### config.mk
export PLATFORM = sky130hd
export DESIGN_NAME = ps2_code_fifo
export DESIGN_NICKNAME = d
export VERILOG_FILES = /design/src/rtl/ps2_pkg.sv /design/src/rtl/ps2_fifo_mem.sv /design/src/rtl/ps2_code_fifo.sv
export SDC_FILE = /design/constraint.sdc
export NUM_CORES = 1
export LEC_CHECK = 0
export BUFFER_PORTS_ARGS = -buffer_cell sky130_fd_sc_hd__buf_4
export CAP_MARGIN = 40
export CORE_AREA = 2 2 88 90
export CTS_BUF_LIST = sky130_fd_sc_hd__clkbuf_8
export DETAILED_ROUTE_END_ITERATION = 12
export DIE_AREA = 0 0 90 92
export SLEW_MARGIN = 20
export SYNTH_ARGS = -nofsm -noshare
export SYNTH_HDL_FRONTEND = slang
export SYNTH_SLANG_ARGS = --single-unit
### constraint.sdc
create_clock -name CLK -period 2.48 [get_ports CLK]
set_input_delay 0.248 -clock CLK [delete_from_list [all_inputs] [get_ports CLK]]
set_output_delay 0.248 -clock CLK [all_outputs]
set_load 0.05 [all_outputs]
### src/rtl/ps2_pkg.sv
// Shared PS/2 constants and the write-side handshake state encoding for the
// scancode FIFO.
package ps2_pkg;

    localparam logic [7:0] PS2_OVERRUN_CODE = 8'h00;
    localparam logic [7:0] PS2_BREAK_CODE   = 8'hF0;
    localparam logic [7:0] PS2_EXT_CODE     = 8'hE0;

    typedef enum logic [1:0] {
        IDLE   = 2'd0,
        ACK    = 2'd1,
        WAITLO = 2'd2
    } wr_state_t;

endpackage

### src/rtl/ps2_fifo_mem.sv
// DEPTH x 8 scancode storage: synchronous write port, asynchronous read port.
// No reset; contents are qualified by the FIFO occupancy count.
module ps2_fifo_mem #(
    parameter int DEPTH = 8,
    parameter int AW    = 3
) (
    input  logic          clk,
    input  logic          we,
    input  logic [AW-1:0] waddr,
    input  logic [7:0]    wdata,
    input  logic [AW-1:0] raddr,
    output logic [7:0]    rdata
);

    logic [7:0] mem_r [DEPTH];

    // Write port
    always_ff @(posedge clk) begin
        if (we) begin
            mem_r[waddr] <= wdata;
        end
    end

    assign rdata = mem_r[raddr];

endmodule

### src/rtl/ps2_code_fifo.sv
// Scancode FIFO between the PS/2 receiver and the PS/2-to-MSX decode FSM.
// Optional PS2_OVERRUN_MARK_EN: reserve the last slot for an 8'h00 overrun code.
module ps2_code_fifo
    import ps2_pkg::*;
#(
    parameter int DEPTH = 8,
    parameter int AW    = 3
) (
    input  logic          CLK,
    input  logic          RST,
    input  logic [7:0]    in_code,
    input  logic          in_rdy,
    output logic          in_clr,
    output logic [7:0]    out_code,
    output logic          out_rdy,
    input  logic          out_clr,
    output logic [AW:0]   level,
    output logic          overflow,
    input  logic          ovf_clr
);

    wr_state_t   state_r;
    logic [AW-1:0] wr_ptr_r;
    logic [AW-1:0] rd_ptr_r;
    logic [AW:0]   count_r;
    logic          out_clr_q_r;
    logic          in_clr_r;
    logic          overflow_r;

    logic          capture_s;
    logic          pop_req_s;
    logic          do_pop_s;
    logic          do_push_s;
    logic          ovf_set_s;
    logic [7:0]    push_data_s;
    logic [AW:0]   eff_count_s;
    logic [7:0]    rdata_s;

    // Push/pop decision; a pop in the same cycle frees a slot before the push is judged
    always_comb begin
        capture_s   = (state_r == IDLE) && in_rdy;
        pop_req_s   = out_clr && !out_clr_q_r;
        do_pop_s    = pop_req_s && (count_r != '0);
        eff_count_s = count_r - (AW+1)'(do_pop_s);
        do_push_s   = 1'b0;
        ovf_set_s   = 1'b0;
        push_data_s = in_code;
`ifdef PS2_OVERRUN_MARK_EN
        if (capture_s && (eff_count_s == (AW+1)'(DEPTH - 1))) begin
            do_push_s   = 1'b1;
            ovf_set_s   = 1'b1;
            push_data_s = PS2_OVERRUN_CODE;
        end else if (capture_s && (eff_count_s < (AW+1)'(DEPTH - 1))) begin
            do_push_s   = 1'b1;
            ovf_set_s   = 1'b0;
            push_data_s = in_code;
        end else begin
            do_push_s   = 1'b0;
            ovf_set_s   = capture_s;
            push_data_s = in_code;
        end
`else
        if (capture_s && (eff_count_s < (AW+1)'(DEPTH))) begin
            do_push_s = 1'b1;
            ovf_set_s = 1'b0;
        end else begin
            do_push_s = 1'b0;
            ovf_set_s = capture_s;
        end
`endif
    end

    // Write handshake FSM, pointers, occupancy and sticky overflow
    always_ff @(posedge CLK or negedge RST) begin
        if (!RST) begin
            state_r     <= IDLE;
            wr_ptr_r    <= '0;
            rd_ptr_r    <= '0;
            count_r     <= '0;
            out_clr_q_r <= 1'b0;
            in_clr_r    <= 1'b0;
            overflow_r  <= 1'b0;
        end else begin
            out_clr_q_r <= out_clr;
            case (state_r)
                IDLE: begin
                    in_clr_r <= capture_s;
                    state_r  <= capture_s ? ACK : IDLE;
                end
                ACK: begin
                    in_clr_r <= 1'b0;
                    state_r  <= WAITLO;
                end
                WAITLO: begin
                    in_clr_r <= 1'b0;
                    state_r  <= in_rdy ? WAITLO : IDLE;
                end
                default: begin
                    in_clr_r <= 1'b0;
                    state_r  <= IDLE;
                end
            endcase
            if (do_push_s) begin
                wr_ptr_r <= wr_ptr_r + AW'(1);
            end
            if (do_pop_s) begin
                rd_ptr_r <= rd_ptr_r + AW'(1);
            end
            count_r <= count_r + (AW+1)'(do_push_s) - (AW+1)'(do_pop_s);
            if (ovf_set_s) begin
                overflow_r <= 1'b1;
            end else if (ovf_clr) begin
                overflow_r <= 1'b0;
            end
        end
    end

    ps2_fifo_mem #(
        .DEPTH (DEPTH),
        .AW    (AW)
    ) u_mem (
        .clk   (CLK),
        .we    (do_push_s),
        .waddr (wr_ptr_r),
        .wdata (push_data_s),
        .raddr (rd_ptr_r),
        .rdata (rdata_s)
    );

    assign in_clr   = in_clr_r;
    assign overflow = overflow_r;
    assign level    = count_r;
    assign out_rdy  = (count_r != '0);
    assign out_code = (count_r != '0) ? rdata_s : 8'h00;

endmodule

======== Yosys cells after proc, flatten, opt, wreduce, memory -nomap -nowiden ========
Memories as Yosys holds them, arrays and structs flattened.
Cells that the tools add are included.
word-level totals
  input port bits ......................... 13
  output and inout port bits .............. 15
  word-level logic and storage cells ...... 35
  register bits ........................... 15
  memory bits (writable) .................. 64
  memories kept ........................... 1
memory list
  memory       words  width  rd ports  clocked after memory_dff  write ports  line                source
  u_mem.mem_r  8      8      1         0                         1            ps2_fifo_mem.sv:15  logic [7:0] mem_r [DEPTH];
operators by class
  reductions and logical operators ........ 8
  order comparisons ....................... 1
  multiplexer cells ....................... 11
  add/subtract/negate cells ............... 5
  eq/ne operators ......................... 2
operators by type and width
  cell                                                             number
  1-bit 2-to-1 mux                                                 8
  8-bit 2-to-1 mux                                                 1
  4-bit by 1-bit subtractor with 4-bit output                      2
  3-bit by 1-bit adder with 3-bit output, second input constant    2
  2-bit case mux with 3 select lines                               1
  4-bit by 1-bit adder with 4-bit output                           1
  1-bit logical AND                                                4
  4-bit less-than comparator, second input constant                1
  4-bit nonzero test                                               1
  2-bit by 1-bit == test with 1-bit output, second input constant  1
  2-bit == test, second input constant                             1
  2-bit logical NOT                                                1
  2-bit 2-to-1 mux                                                 1
  2-bit nonzero test                                               1
  1-bit logical NOT                                                1

======== Depth between registers and ports, before layout ========
Gate-level depths: netlist of the first run.
  word-level depth ........................ 9
  depth in mapped cells ................... 13
  mapped depth without buffers ............ 13

======== Modules after synthesis ========
From an unflattened synthesis of the first run, not the netlist that was laid out.
second synthesis, totals
  cells, all modules ...................... 175
  area, all modules ....................... 3,321.9 um2
modules (own cells, without submodules)
  module         seq. area each (um2)  area each (um2)  cells an instance  times used
  ps2_fifo_mem   1,921.8               2,531.2          106                1
  ps2_code_fifo  375.4                 790.8            69                 1

======== Least setup slack after synthesis of the first run ========
No wires, ideal clock.
  path type ............................... register to register
  from .................................... reg count_r[1] (netlist: level[1])
  to ...................................... mem u_mem.mem_r[0][0], enable pin
  stages on the path, launching flop included .. 8
  clock period less this slack ............ 2.941 ns
  arrival time ............................ 2.547 ns
  path buffers ............................ 0
  required time ........................... 2.085 ns
  setup time .............................. 0.395 ns
  setup slack ............................. -0.461 ns
  cells stage by stage .................... dfrtp_1 -> inv_1 -> ha_1 -> and4bb_4 -> a211oi_2 -> or2_4 -> inv_4 -> nor4_1
between the ends
  word-level cells in the longest chain between the ends .. 8
ends and longest elaborated chain
  what                                           line                  source
  from (decl)                                    ps2_code_fifo.sv:25   logic [AW:0] count_r;
  from (signal assigned)                         ps2_code_fifo.sv:109  count_r <= count_r + (AW+1)'(do_push_s) - (AW+1)'(do_pop_s);
  4-bit nonzero test                             ps2_code_fifo.sv:43   do_pop_s = pop_req_s && (count_r != '0);
  1-bit logical AND                              ps2_code_fifo.sv:43
  4-bit by 1-bit subtractor with 4-bit output *  ps2_code_fifo.sv:44   eff_count_s = count_r - (AW+1)'(do_pop_s);
  4-bit less-than comparator *                   ps2_code_fifo.sv:63   if (capture_s && (eff_count_s < (AW+1)'(DEPTH))) begin
  1-bit logical AND *                            ps2_code_fifo.sv:63
  1-bit 2-to-1 mux *                             ps2_code_fifo.sv:63
  1-bit 2-to-1 mux *                             ps2_fifo_mem.sv:19    if (we) begin
  1-bit 2-to-1 mux (not written as such) *       ps2_fifo_mem.sv:20    mem_r[waddr] <= wdata;
  to (decl)                                      ps2_fifo_mem.sv:15
Every way passes the cells marked *; elsewhere a longest branch is shown, timed or not.

======== Worst setup path after layout of the first run ========
  from .................................... reg count_r[2] (netlist: level[2])
  to ...................................... reg count_r[1] (netlist: level[1])
between the ends
  word-level cells in the longest chain between the ends .. 8
ends and longest elaborated chain
  what                                           line
  4-bit nonzero test                             ps2_code_fifo.sv:43
  1-bit logical AND                              ps2_code_fifo.sv:43
  4-bit by 1-bit subtractor with 4-bit output    ps2_code_fifo.sv:44
  4-bit less-than comparator                     ps2_code_fifo.sv:63
  1-bit logical AND                              ps2_code_fifo.sv:63
  1-bit 2-to-1 mux                               ps2_code_fifo.sv:63
  4-bit by 1-bit adder with 4-bit output         ps2_code_fifo.sv:109
  4-bit by 1-bit subtractor with 4-bit output *  ps2_code_fifo.sv:109
Marks and branches as above.
A chain may end at the register's enable or synchronous reset.

==> results of run 1 <==
logic make-up (layout without fill, tap and decap cells):
group                    after synthesis  after routing
buffers and inverters                 17             73
XOR/XNOR                               7              7
adder cells (fa/ha/maj)                9              9
AO/OA/AOI/OAI                          5              5
flip-flops                            78             78
multiplexers                          27             27
AND/OR/NAND/NOR                       29             29
state kept, by name (all words and copies together), names as in the netlist:
name	flops
overflow	1
u_mem.mem_r	64
state_r	2
level	4
out_clr_q_r	1
wr_ptr_r	3
rd_ptr_r	3
critical path, cell delays in order, from the launching register on:
cell	delay, ps
dfrtp_2	430
inv_4	80
ha_4	120
or2b_4	280
and4_4	180
or2_4	250
inv_6	60
ha_4	190
inv_4	50
ha_4	130
inv_2	40
fa_2	500
inv_1	30
metal layers:
layer  part of all wire  wire length [um]  track usage  vias up
li1                   -                 -            -      760
met1               0.43              2740        0.209      852
met2               0.53              3410        0.283       24
met3              0.026               167       0.0296        9
met4              0.013                86       0.0731        0
met5                  0                 0            0        -
worst min path at each step:
stage | to | depth (start not counted)
after CTS | out_clr_q_r | 1
after detailed placement | out_clr_q_r | 1
after global placement | out_clr_q_r | 1
final | out_clr_q_r | 1
after global routing | out_clr_q_r | 1
after floorplan | level[0] | 0
cell usage after synthesis, types with 2 or more instances:
cell type,instances,share of area
ha_1,8,0.031
nor3b_1,3,0.0070
buf_1,3,0.0035
xor2_1,3,0.0081
mux2i_1,9,0.028
nor2_1,11,0.013
mux2_2,2,0.0070
nor3_1,2,0.0031
nand2_1,4,0.0046
inv_1,9,0.010
xnor2_1,4,0.011
edfxtp_1,64,0.59
dfrtp_1,14,0.11
mux4_2,16,0.11
final cells by class:
type,count,area (sq um),share of cell area
Sequential cell,78,2280,0.567
Multi-Input combinational cell,77,981,0.244
Timing Repair Buffer,46,360,0.0897
Tap cell,102,128,0.0318
Clock buffer,9,124,0.0308
Clock inverter,7,90.1,0.0224
Inverter,11,55.1,0.0137
through the flow:
stage / hold WS (ps) / setup WS, ps / area, sq um / util
finish: 25.1 / 25.1 / 4020 / 0.539
global route: 11.1 / -22.3 / 4020 / 0.539
CTS: 10.5 / 3.76 / 3960 / 0.531
detailed placement: 106 / 17.1 / 3730 / 0.501
global placement: 105 / 70.6 / 3730 / 0.501
floorplan: -47.6 / -106 / 3310 / -
power breakdown:
group	leakage, uW	switching (uW)	total (uW)	internal (uW)
Clock	0.000111	464	1030	563
Sequential	0.000739	266	1870	1610
Combinational	0.000596	1210	2150	935
repair_timing:
action / 4_1_cts / 5_1_grt
hold endpoints to repair: 14 / 0
resized for setup: 2 / 5
pin swaps: 0 / 4
buffers inserted: 0 / 4
endpoints found under the setup margin: 1 / 3
hold buffers: 1 / 0
==> impl_results.md, run 1 <==
- Synth cell types: 34
- CTS HTree Levels: 3
- Post-synthesis mux area share: 0.146
- CP Capture Point: level[1]
- Final antenna-violating net count: 0
- DRT Pass-1 Iters: 4
- Clock latency on the worst-skew pair: 340 ps
- P&R area growth vs syn: 24.1%
- Clk root buf: clkbuf_8
- Vias per cell: 4.98
- Starting Density: 0.434
- GRT Resource Usage Total: 0.166
- Core box area: 7450 sq um
- Cell Rows: 32
- Overflow after GRT: 0
- Rel. slew slack: 0.438
- Fmax: 407 MHz
- Seq/Total Area, Yosys: 0.702
- Setup crit start: level[2]
- Inserted Clock Buffers: 9
- DPL Wire Length: 4040 um
- Top FF cell, synth: edfxtp_1
- Hold Startpoint: out_clr
- Adder-Cell Fraction of Synth Area: 0.0371
- Placed cell count: around 300
- Final WL: 6400 um
- N_diodes: 0
- Final Hold Viols: 0
- Endpoints failing setup: 0
- Reg-to-reg startpoint: level[2]
- Setup Crit Path Kind: flip-flop to flip-flop
- Final Slew Violations: 0
- Yosys reg bits: 78
- Setup slack, reg-to-reg: around 25 ps
- Largest net degree at the start of global routing: 19
- Clock skew: 7.21 ps
- Total of max-cap violations: 0
- Post-synth ARST share: 0.179
- Setup TNS: 0 ps
- FILL cells: about 620
- Clock sink total: 78
- Worst EP arrival: approximately 2700 ps
- Clk slew on worst S/H paths: about 80 ps
- Most frequent cells in the layout: edfxtp_1 (64), buf_4 (44), mux4_2 (16)
- Status: finished, final reports clean
- Final nets: 245
- Number of global-route vias before repair: around 1.8k
- Share of layout cells above drive strength 1: 0.482
- RSZ-0062 raised after global routing: yes
- Data required time of the worst path: ~2700 ps
- Die Span X: 90 um
- Die area: about 8300 sq um
- Via count: 1645
- CTS tree: built
- Starting DRT DRC Count: 92
- VDD IR-drop max: 653 uV
- Mean Syn Cell Area: 18.8 sq um
- PortBufs: 27
- Post-Synth XOR/XNOR Area: 0.0189
- Max FO, Critical Path: 3
- Routed length per placed instance: 19.4 um
- Pwr dens: 1260 nW/um^2
- Global-route wire length before repair: 9980 um
- Crit path launch type: flip-flop
- R2R depth: 12
- Hold WC Path Type: primary input to flip-flop
- P_leak: roughly 0.0014 uW
- Reg2reg end: level[1]
- Number of flops mapped to enable cells by yosys: 64
- Final std cells w/o fill: 330
- Most common cell after layout, fill and taps aside: edfxtp_1
- Initial antenna violation count: 0
- Simple-gate share of the synthesized area: 0.0623
- Post-synthesis compound-gate area fraction: 0.0104
- Pwr Total: 5040 uW
- Ys Warns: 0
- I/O Pins: 28
- Period minus WS final: approximately 2500 ps
- Final worst-path cycle share: 0.990
- CP endpoint kind: flip-flop
- Post-Syn Area: 3240 sq um
- Synth Net Count: 194
- Post-Synthesis Cells: 172
- Main combinational cell family by area after synthesis: multiplexers
- Worst-Margin Slew: 842 ps
- Die height: 92 um
- Max clock buf depth: 2
- DRC Markers: 0
- Gpl congestion: 0.751
Note: power is estimated with default switching activity, not from simulation.
==> inputs of run 2 (changes only) <==
GPL_TIMING_DRIVEN = 1   (was unset)
MAX_ROUTING_LAYER = met4   (was unset)
PLACE_DENSITY = 0.7   (was unset)
==> run 2 against run 1 <==
Cell count shrank 0.91%. Core utilization shrank 1.3 points. Clock-buffer cell count is the same. Critical path depth is the same. Worst hold slack gained 3.0 ps. First-iteration DRC count shrank 49%. Largest power group unchanged.
==> impl_results.md, run 2 (synthesis results as in run 1) <==
- Status: finished, final reports clean
- Clock latency on the worst-skew pair: 340 ps
- Slowest CP cell: fa_2
- WP buf/inv: 5
- Crit path launch type: flip-flop
- DP Area: 3710 sq um
- Most common cell after layout, fill and taps aside: edfxtp_1
- Final worst-path cycle share: 0.982
- CTS tree: built
- Endpoints failing setup: 0
- Routed length per placed instance: between 15 and 20 um
- Largest net degree at the start of global routing: 19
- Final Instance Area: 3920 sq um
- Clock skew: 5.35 ps
- Via count: 1612
- CP endpoint kind: flip-flop
- FILL cells: 606
- Data required time of the worst path: 2720 ps
- Final Hold Viols: 0
- Critical-path cell list: inv_2 > ha_4 > or2b_1 > and4_4 > or2_4 > inv_6 > ha_4 > inv_2 > ha_4 > inv_2 > fa_2 > inv_1
- DPL Wire Length: 3410 um
- Initial antenna violation count: 0
- Number of flip-flops under the largest register name: 64
- Overflow after GRT: 0
- VDD IR-drop max: ~410 uV
- Most frequent cells in the layout: edfxtp_1 (64), buf_4 (42), mux4_2 (16)
- Global-route wire length before repair: 8690 um
- Clk root buf: clkbuf_8
- Die area: ~8300 sq um
- Final antenna-violating net count: 0
- RSZ-0062 raised after global routing: yes
- Die height: between 90 and 100 um
- PortBufs: 27
- Die Span X: ~90 um
- Core box area: 7450 sq um
- Setup slack, reg-to-reg: 40 ps
- DRC Markers: 0
- Hold WC Path Type: primary input to flip-flop
- Max FO, Critical Path: 3
- Worst-Margin Slew: a little over 800 ps
- Starting Density: 0.434
- GRT Resource Usage Total: 0.146
- P_leak: 0.00141 uW
- Gpl congestion: 0.690
- Rel. slew slack: 0.462
- Total of max-cap violations: 0
- CTS HTree Levels: 3
- Share of layout cells above drive strength 1: 0.467
- Starting DRT DRC Count: 47
- DRT Pass-1 Iters: 4
- Clk slew on worst S/H paths: 80 ps
- I/O Pins: 28
- N_diodes: 0
- Setup Crit Path Kind: flip-flop to flip-flop
- Crit path largest cell delay: approximately 500 ps
- Largest reg by FF count: u_mem.mem_r
- Inserted Clock Buffers: 9
- Clock sink total: 78
- Final Slew Violations: 0
- Final std cells w/o fill: roughly 330
- Fmax: 410 MHz
- Pwr dens: 1200 nW/um^2
- Placed cell count: 309
- P&R area growth vs syn: 21.2%
- Final WL: 5370 um
- Number of global-route vias before repair: 1668
- Cell Rows: 32
- Period minus WS final: 2440 ps
- Final nets: between 200 and 250
- Vias per cell: 4.93
- Max clock buf depth: 2
- Worst EP arrival: 2680 ps
- Worst path top cell family by delay: adder cells
[run 2: cell count changes in the layout (fill, tap and decap cells not counted), sizes merged]
cell / change
inv: +3
clkinv: -2
clkinvlp: +1
bufinv: -2
buf: -3
[run 2: path summary, 6_finish.rpt]
check	start	end	cells past startpoint
min reg2reg	state_r[1]	state_r[1]	1
min in group asynchronous	RST	overflow	2
max in group asynchronous	RST	level[0]	2
max reg2reg	level[3]	level[1]	12
min	out_clr	out_clr_q_r	1
max	level[3]	level[1]	12
[run 2: stage by stage]
step                worst slack [ps]   util  TNS (ps)  hold WS (ps)  total power, uW
floorplan                       -106      -      -209         -47.6             3340
global placement                74.6  0.499         0           108             3870
detailed placement              45.1  0.499         0           109             3890
CTS                             31.0  0.525         0          6.39             4780
global route                   -51.8  0.527     -69.6          10.1             4990
finish                          43.8  0.527         0          28.0             4730
[run 2: where the power goes]
group	switching (uW)	leakage [uW]	internal, uW	total [uW]
registers	249	0.000739	1600	1850
clock network	495	0.0000907	387	882
logic	1140	0.000576	850	1990
total	1880	0.00141	2840	4730
[run 2: cell type report]
class	count	area [sq um]	area share
sequential	78	2280	0.581
multi-input combinational	77	953	0.243
timing repair buffer	43	325	0.0829
tap	102	128	0.0325
clock buffer	9	124	0.0316
clock inverter	7	63.8	0.0163
inverter	11	50.0	0.0128
[run 2: routing by layer]
layer	up-vias	part of all wire	track usage
met5	-	0	-
met4	0	0.013	0.0462
met3	9	0.029	0.0378
met2	28	0.50	0.231
met1	815	0.46	0.188
li1	760	-	-
[run 2: what timing repair did]
action                     CTS  global route
buffers inserted             0             1
resized for setup            0             1
hold endpoints to repair    14             0
setup endpoints to repair    0             3
hold buffers                 1             0
